===== src/rtl/cpu_pkg.sv =====
// Shared core package: machine word width, instruction size and the fetch
// queue entry format (PC of the instruction plus the fetched word).
package cpu_pkg;

    localparam int XLEN        = 32;
    localparam int INSTR_BYTES = 4;

    typedef struct packed {
        logic [XLEN-1:0] pc;
        logic [XLEN-1:0] instr;
    } fetch_entry_t;

endpackage


===== src/rtl/sync_fifo.sv =====
// Circular synchronous FIFO with flush.
//   clk, rst_n : clock, synchronous active-low reset
//   flush      : empty the queue this cycle (overrides wr_en / rd_en)
//   wr_en      : push wr_data at tail
//   rd_en      : pop head (caller must only assert when count != 0)
//   rd_data    : head entry, straight from storage (registered)
//   count      : occupancy, 0..DEPTH
// DEPTH must be a power of two so the pointers wrap naturally.
module sync_fifo #(
    parameter type T     = logic [63:0],
    parameter int  DEPTH = 8
) (
    input  logic                   clk,
    input  logic                   rst_n,
    input  logic                   flush,
    input  logic                   wr_en,
    input  T                       wr_data,
    input  logic                   rd_en,
    output T                       rd_data,
    output logic [$clog2(DEPTH):0] count
);

    localparam int AW = $clog2(DEPTH);
    localparam logic [AW-1:0] PTR_ONE = AW'(1);
    localparam logic [AW:0]   CNT_ONE = (AW+1)'(1);
    localparam logic [AW:0]   CNT_MAX = (AW+1)'(DEPTH);

    T              mem_q [DEPTH];
    logic [AW-1:0] head_q, head_d;
    logic [AW-1:0] tail_q, tail_d;
    logic [AW:0]   count_q, count_d;

    always_comb begin
        head_d  = head_q;
        tail_d  = tail_q;
        count_d = count_q;
        if (flush) begin
            head_d  = '0;
            tail_d  = '0;
            count_d = '0;
        end else begin
            if (wr_en) tail_d = tail_q + PTR_ONE;
            if (rd_en) head_d = head_q + PTR_ONE;
            // Simultaneous push and pop leaves occupancy unchanged.
            if (wr_en && !rd_en) count_d = count_q + CNT_ONE;
            if (!wr_en && rd_en) count_d = count_q - CNT_ONE;
        end
    end

    always_ff @(posedge clk) begin
        if (!rst_n) begin
            head_q  <= '0;
            tail_q  <= '0;
            count_q <= '0;
        end else begin
            head_q  <= head_d;
            tail_q  <= tail_d;
            count_q <= count_d;
        end
    end

    // Storage needs no reset: entries are only observed once counted.
    always_ff @(posedge clk) begin
        if (rst_n && !flush && wr_en) mem_q[tail_q] <= wr_data;
    end

    assign rd_data = mem_q[head_q];
    assign count   = count_q;

    a_count_range : assert property (@(posedge clk) disable iff (!rst_n)
        count_q <= CNT_MAX);
    a_no_pop_empty : assert property (@(posedge clk) disable iff (!rst_n)
        (rd_en && !flush) |-> (count_q != '0));
    a_no_push_full : assert property (@(posedge clk) disable iff (!rst_n)
        (wr_en && !flush && !rd_en) |-> (count_q != CNT_MAX));

endmodule


===== src/rtl/fetch_queue.sv =====
// Instruction fetch stage plus instruction queue.
// Owns the PC, addresses the combinational instruction ROM, captures each
// fetched word with its PC in a FIFO and offers the head to dispatch.
//   clk, rst_n        : clock, synchronous active-low reset
//   imem_addr         : ROM byte address (the PC register)
//   imem_instr        : ROM read data for imem_addr
//   redirect_valid/pc : flush queue and reload PC (low two bits dropped)
//   out_valid/ready   : dispatch handshake for the head entry
//   out_instr/out_pc  : head entry contents
//   fetch_done        : PC past end of ROM; idle until redirected
module fetch_queue
    import cpu_pkg::*;
#(
    parameter int              DEPTH      = 8,
    parameter logic [XLEN-1:0] RESET_PC   = 32'h0000_0000,
    parameter int              IMEM_BYTES = 1024
) (
    input  logic            clk,
    input  logic            rst_n,
    output logic [XLEN-1:0] imem_addr,
    input  logic [XLEN-1:0] imem_instr,
    input  logic            redirect_valid,
    input  logic [XLEN-1:0] redirect_pc,
    output logic            out_valid,
    input  logic            out_ready,
    output logic [XLEN-1:0] out_instr,
    output logic [XLEN-1:0] out_pc,
    output logic            fetch_done
);

    localparam int AW = $clog2(DEPTH);
    localparam logic [AW:0]     FULL_CNT = (AW+1)'(DEPTH);
    localparam logic [XLEN:0]   ROM_END  = (XLEN+1)'(IMEM_BYTES);
    localparam logic [XLEN:0]   LAST_OFS = (XLEN+1)'(INSTR_BYTES - 1);
    localparam logic [XLEN-1:0] PC_STEP  = XLEN'(INSTR_BYTES);
    localparam logic [XLEN-1:0] ALIGN    = ~XLEN'(INSTR_BYTES - 1);

    logic [XLEN-1:0] pc_q, pc_d;
    logic            in_range;
    logic            fetch_en;
    logic            deq;
    logic [AW:0]     count;
    fetch_entry_t    wr_entry;
    fetch_entry_t    head_entry;

    // Whole word must lie inside the ROM; the extra bit keeps pc+3 from
    // wrapping back into range near the top of the address space.
    assign in_range = ({1'b0, pc_q} + LAST_OFS) < ROM_END;

    // No full-bypass: a same-cycle dequeue does not open a slot for fetch.
    assign fetch_en  = !redirect_valid && in_range && (count < FULL_CNT);
    assign out_valid = rst_n && (count != '0) && !redirect_valid;
    assign deq       = out_valid && out_ready;

    always_comb begin
        pc_d = pc_q;
        if (redirect_valid)  pc_d = redirect_pc & ALIGN;
        else if (fetch_en)   pc_d = pc_q + PC_STEP;
    end

    always_ff @(posedge clk) begin
        if (!rst_n) pc_q <= RESET_PC;
        else        pc_q <= pc_d;
    end

    assign wr_entry = '{pc: pc_q, instr: imem_instr};

    sync_fifo #(
        .T     (fetch_entry_t),
        .DEPTH (DEPTH)
    ) u_fifo (
        .clk     (clk),
        .rst_n   (rst_n),
        .flush   (redirect_valid),
        .wr_en   (fetch_en),
        .wr_data (wr_entry),
        .rd_en   (deq),
        .rd_data (head_entry),
        .count   (count)
    );

    assign imem_addr  = pc_q;
    assign out_instr  = head_entry.instr;
    assign out_pc     = head_entry.pc;
    assign fetch_done = rst_n && !in_range;

    a_pc_aligned : assert property (@(posedge clk) disable iff (!rst_n)
        imem_addr[1:0] == 2'b00);
    a_idle_ready : assert property (@(posedge clk) disable iff (!rst_n)
        (out_ready && !out_valid && !redirect_valid && !fetch_en)
        |=> (count == $past(count)) && (imem_addr == $past(imem_addr)));

endmodule

===== config.mk =====
export PLATFORM = sky130hd
export DESIGN_NAME = fetch_queue
export DESIGN_NICKNAME = d
export VERILOG_FILES = /design/src/rtl/cpu_pkg.sv /design/src/rtl/sync_fifo.sv /design/src/rtl/fetch_queue.sv
export SDC_FILE = /design/constraint.sdc
export NUM_CORES = 1
export LEC_CHECK = 0
export ABC_AREA = 1
export BUFFER_PORTS_ARGS = -buffer_cell sky130_fd_sc_hd__buf_2
export CORE_MARGIN = 2
export CORE_UTILIZATION = 65
export DETAILED_ROUTE_END_ITERATION = 7
export PLACE_DENSITY = 0.88
export RECOVER_POWER = 100
export SYNTH_ARGS = -nofsm -noshare
export SYNTH_HDL_FRONTEND = slang
export SYNTH_HIERARCHICAL = 1
export SYNTH_SLANG_ARGS = --single-unit

===== constraint.sdc =====
create_clock -name clk -period 8.5 [get_ports clk]
set_input_delay 1.275 -clock clk [delete_from_list [all_inputs] [get_ports clk]]
set_output_delay 1.275 -clock clk [all_outputs]
set_load 0.05 [all_outputs]

# Word level (Yosys, flattened, before mapping)
# Memory sizes are Yosys's and may differ from the RTL's. A register that Yosys moved wholly into a read port is not among the register bits.
# Cells that the tools add are included.
dict set report word_totals {
  elab_cells 41
  mem_bits_rw 512
  out_inout_bits 98
  reg_bits 42
  n_memories 1
}
dict set report op_classes {
  n_addsub 6
  n_mux 8
  magnitude_cmp 2
  n_reduce_logical 18
  bitwise_logic 1
}
# name depth word_bits read_ports rd_clocked_by_memory_dff write_ports line_no
set mem_list {}
lappend mem_list {u_fifo.mem_q 8 64 1 1 1 sync_fifo.sv:28} ;# T mem_q [DEPTH];
# cell count
set op_table {}
lappend op_table {{2-to-1 mux 32 bit} 2}
lappend op_table {{adder 32 x 2 -> 33 bit (second input constant)} 1}
lappend op_table {{< comparator 33 x 11 -> 1 bit (second input constant)} 1}
lappend op_table {{adder 32 x 3 -> 32 bit (second input constant)} 1}
lappend op_table {{logical AND 1 bit} 10}
lappend op_table {{2-to-1 mux 4 bit} 2}
lappend op_table {{adder 3 x 1 -> 3 bit (second input constant)} 2}
lappend op_table {{2-to-1 mux 3 bit} 2}
lappend op_table {{adder 4 x 1 -> 4 bit (second input constant)} 1}
lappend op_table {{zero test 1 bit} 4}
lappend op_table {{< comparator 4 bit (second input constant)} 1}
lappend op_table {{nonzero test 2 bit} 2}
lappend op_table {{nonzero test 4 bit} 1}
lappend op_table {{subtractor 4 x 1 -> 4 bit (second input constant)} 1}
lappend op_table {{2-to-1 mux 1 bit} 2}
lappend op_table {{OR reduction 2 bit} 1}
lappend op_table {{inverter 1 bit} 1}

# Longest topological paths before layout
dict set report depth {
  ltp_word 8
  mapped_depth 17
  mapped_depth_nobuf 17
}

# Cells and area by module
# The synthesis kept the hierarchy.
# module instances cells_per_inst area_each_um2
set by_module_without_submodules {}
lappend by_module_without_submodules {sync_fifo 1 1525 20498.4}
lappend by_module_without_submodules {fetch_queue 1 225 1512.7}

# Worst setup path before layout
# OpenSTA, ideal clock, no wires.
dict set report synth_path {
  path_kind {input to register}
  from {in redirect_valid}
  to {mem u_fifo/mem_q[0][0] (netlist bit) (enable)}
  t_arrival_ps 4921
  path_buffers 2
  cell_stages 9
  setup_time_ps 486
  path_slack_ps 3093
  path_cell_list {buf_2 > inv_2 > buf_2 > nand3_1 > inv_1 > inv_1 > nor2_1 > nand2_1 > nor2_1}
}
dict set report synth_between {
  elab_chain_cells 6
}
# element line_no
set synth_rtl {}
lappend synth_rtl {{start: declaration} fetch_queue.sv:22} ;# input logic redirect_valid,
lappend synth_rtl {{zero test 1 bit} fetch_queue.sv:51} ;# assign fetch_en = !redirect_valid && in_range && (count < FULL_CNT);
lappend synth_rtl {{logical AND 1 bit (2 in series)} fetch_queue.sv:51}
lappend synth_rtl {{via fetch_en} fetch_queue.sv:40} ;# logic fetch_en;
lappend synth_rtl {{logical AND 1 bit} sync_fifo.sv:64} ;# if (rst_n && !flush && wr_en) mem_q[tail_q] <= wr_data;
lappend synth_rtl {{2-to-1 mux 1 bit} sync_fifo.sv:64}
lappend synth_rtl {{2-to-1 mux 1 bit (implied by the code)} sync_fifo.sv:64}
lappend synth_rtl {{end: declaration} sync_fifo.sv:28}
# The timed path passes the listed nets, and every way through them passes these cells.

# Worst setup path after layout
dict set report layout_path {
  from {in redirect_valid}
  to {mem u_fifo/mem_q[2][20] (netlist bit) (enable)}
}
# The elaborated chain is that of the path after synthesis.

==> reports/results.txt <==
Final WS setup - 2.11 ns
vias per inst - 6.05
setup repair bufs after CTS - 0
DR vias - 14400
TritonCTS Buffers - 52
TritonCTS clock tree - built
synthesized area - 22000 sq um
post-synthesis cell type count - 35
Avg Cell Area, Syn - 12.6 sq um
Final Skew - 0.0272 ns
Core Area - 33400 sq um
drt initial violations - 1640
total track usage - 26.8%
WHS Endpoint - u_fifo/count[1]$_SDFFE_PP0P_
WL final - 47.9 mm
Hold WS - 0.509 ns
synthesis-to-finish area growth - 12.6%
status - finished, violations left
yosys warns - 6
Reg clk slew, reported paths - 0.06 ns
Synth Flop Type - edfxtp_1
H-tree levels - 2
fillers - 2023
fin crit period - 6.39 ns
pre-CTS setup slack - 3.62 ns
CTS Hold Bufs - 0
failing checks - capacitance limit, slew limit
vias in the first global route - 14200
initial antenna violation count - 2
M3 GR Usage - 3.52%
Max Cap Viol - 11
row count - 67
EDFF count, synth - 512
global route hottest layer - met2
reg-to-reg slack, setup - 3.28 ns
critical path type - in -> reg
Worst R2R End - u_fifo/mem_q[2][20]$_DFFE_PP_
first-pass GRT wire length - 73.9 mm
top cell type's share of synthesized area - 69.8%
Sw Ratio - 19.6%
asr flop ratio synth - 0%
Die H - 188 microns
ratio of cells with drive above 1 in the final layout - 8.42%
Layout Nets - 1966
Seq cells post-synth - 555
Comb pwr share - 2.0%
cts repair resizes - 0
crit-path max FO - 42
clk buf depth - 3
clk sinks - 555
CP startpoint - redirect_valid
LEAKAGE - 8.38 nW
Slowest-stage cell, CP - nor2_1
# setup viols final - 0
cell taking the most area after synthesis - edfxtp_1
setup tns final - 0 ns
crit path cell chain - clkbuf_1, inv_1, nand3_1, inv_1, inv_1, nor2_1, nand2_1, nor2_1, buf_4
Pre-antenna DRT Iters - 5
clk root buf - clkbuf_16
worst reg2reg path startpoint - imem_addr[25]$_SDFFE_PN0P_
min-delay src - u_fifo/count[1]$_SDFFE_PP0P_
Seq/Total Area, Yosys - 73.8%
Sw Pwr - 1.10 mW
Mapped Cells - 1750
Final GP Congestion - 0.788
top cells by instance count after synthesis - edfxtp_1, nor2_1, nand2_1
power density cells - 226 nW/um^2
fin crit share - 75.2%
Seq pwr share - 53.8%
worst relative slew slack - -75.6%
Int Pwr - 4.51 mW
CP startpoint kind - primary input
die width - 188 microns
ANT nets after route - 0
clock power share - 44.2%
maximum VDD drop - 265 uV
Worst EP required - 8.68 ns
global route total overflow - 0
post-DP HPWL - 23.9 mm
CP endpoint kind - flip-flop
highest achievable clock rate - 157 MHz
Synth area leaders - edfxtp_1, o21ai_0, nor2_1
Worst Max-Slew Pin Slew - 2.62 ns
CP arrival - 6.57 ns
# DRC - 0
Crit path largest cell delay - 1.98 ns
met1 usage in global routing - 35.2%
grt met2 use - 46.3%
unrepaired setup endpoints after global routing - false
drt wl/cell - 20.1 microns
worst-case reg-to-reg path depth - 11
largest net degree at the start of global routing - 125
Slew Limit Fails - 769
count leader, synth - edfxtp_1
critical path's most frequent cell - inv_1
I/O pins - 166
die area - 35400 sq um
Hold Crit Depth - 2
Hold WC Path Type - reg -> reg
clock latency on the worst-skew pair - 0.57 ns
PortBufs - 161
Hold Violations, Final - 0
Starting Density - 65.8%
[final cells by class]
type                            count  area, sq um  share of cell area, %
Inverter                           26          103                  0.414
Clock inverter                     39          478                   1.93
Tap cell                          448          561                   2.26
Clock buffer                       59         1430                   5.78
Multi-Input combinational cell   1082         5210                   21.0
Sequential cell                   555        16200                   65.6
Antenna cell                        1         2.50                 0.0101
Timing Repair Buffer              175          741                   2.99
[power groups by stage]
| stage | clock network (mW) | logic [mW] | registers (mW) |
|---|---|---|---|
| after floorplan | 0 | 0.0419 | 3.09 |
| after global placement | 0 | 0.111 | 3.07 |
| after detailed placement | 0 | 0.115 | 3.07 |
| after CTS | 2.50 | 0.116 | 3.02 |
| after global routing | 2.60 | 0.123 | 3.02 |
| final | 2.48 | 0.111 | 3.02 |
[through the flow]
stage | util (%) | instances | instance area [sq um] | total power [mW]
final | 74.1 | 2385 | 24800 | 5.61
after detailed placement | 69.0 | 2286 | 23100 | 3.19
after floorplan | - | 1767 | 22100 | 3.14
after CTS | 74.7 | 2384 | 25000 | 5.63
after global placement | 69.0 | 2286 | 23100 | 3.18
after global routing | 74.1 | 2385 | 24800 | 5.74
[worst max-delay path by stage]
stage,to,slack (ns),cells after the start
after floorplan,u_fifo/mem_q[0][0]$_DFFE_PP_,3.09,9
after CTS,out_pc[14],3.36,7
after global placement,u_fifo/mem_q[2][8]$_DFFE_PP_,3.70,9
after global routing,u_fifo/mem_q[2][20]$_DFFE_PP_,1.66,9
after detailed placement,u_fifo/mem_q[2][10]$_DFFE_PP_,3.62,9
final,u_fifo/mem_q[2][20]$_DFFE_PP_,2.11,9
[registers in the layout, summed over array words and instances, names as in the netlist, named ones only]
| name | flops |
|---|---|
| imem_addr | 30 |
| u_fifo/count | 4 |
| u_fifo/head_q | 3 |
| u_fifo/mem_q | 512 |
| u_fifo/tail_q | 3 |
[routing by layer]
layer | vias to the layer above | share of wire, %
met3 | 121 | 8.6
met5 | - | 0.021
met2 | 796 | 51
met4 | 2 | 2.7
met1 | 6972 | 38
li1 | 6534 | -
[placed cells by master (no fill, tap or decap), types with 2 or more instances in the layout]
cell,netlist,routed
edfxtp_1,512,512
nor2_1,308,304
nand2_1,268,269
o21ai_0,237,242
clkbuf_1,55,117
mux2i_1,65,65
o22ai_1,64,64
clkbuf_16,0,56
buf_2,19,45
dfxtp_1,43,40
nand3_1,35,35
a21oi_1,28,28
o21ai_1,32,27
inv_1,23,24
conb_1,1,18
clkinv_2,0,11
clkbuf_2,0,10
bufinv_16,0,9
clkinv_1,0,7
ha_1,6,6
clkinvlp_4,0,6
xnor2_1,4,4
nor2_4,0,4
buf_4,9,4
clkinv_4,0,3
dfxtp_4,0,3
nor3b_1,2,2
or2_2,2,2
inv_6,0,2
clkbuf_8,0,2
a211oi_1,2,2
[cells by family after synthesis]
logic type | synth area share [%]
AOI/OAI and AO/OA | 8.67
xor gates and xnor gates | 0.199
adders and majority gates | 0.341
buffers and inverters | 2.95
DFF | 73.8
muxes | 2.96
other | 0.0170
and+or+nand+nor | 11.1
[worst max-delay path: cells and delay by family]
kind                   cells  cell delay [ns]
buffers and inverters      5             2.75
AND/OR/NAND/NOR            4             2.51
Power figures use the tool's default switching activity.
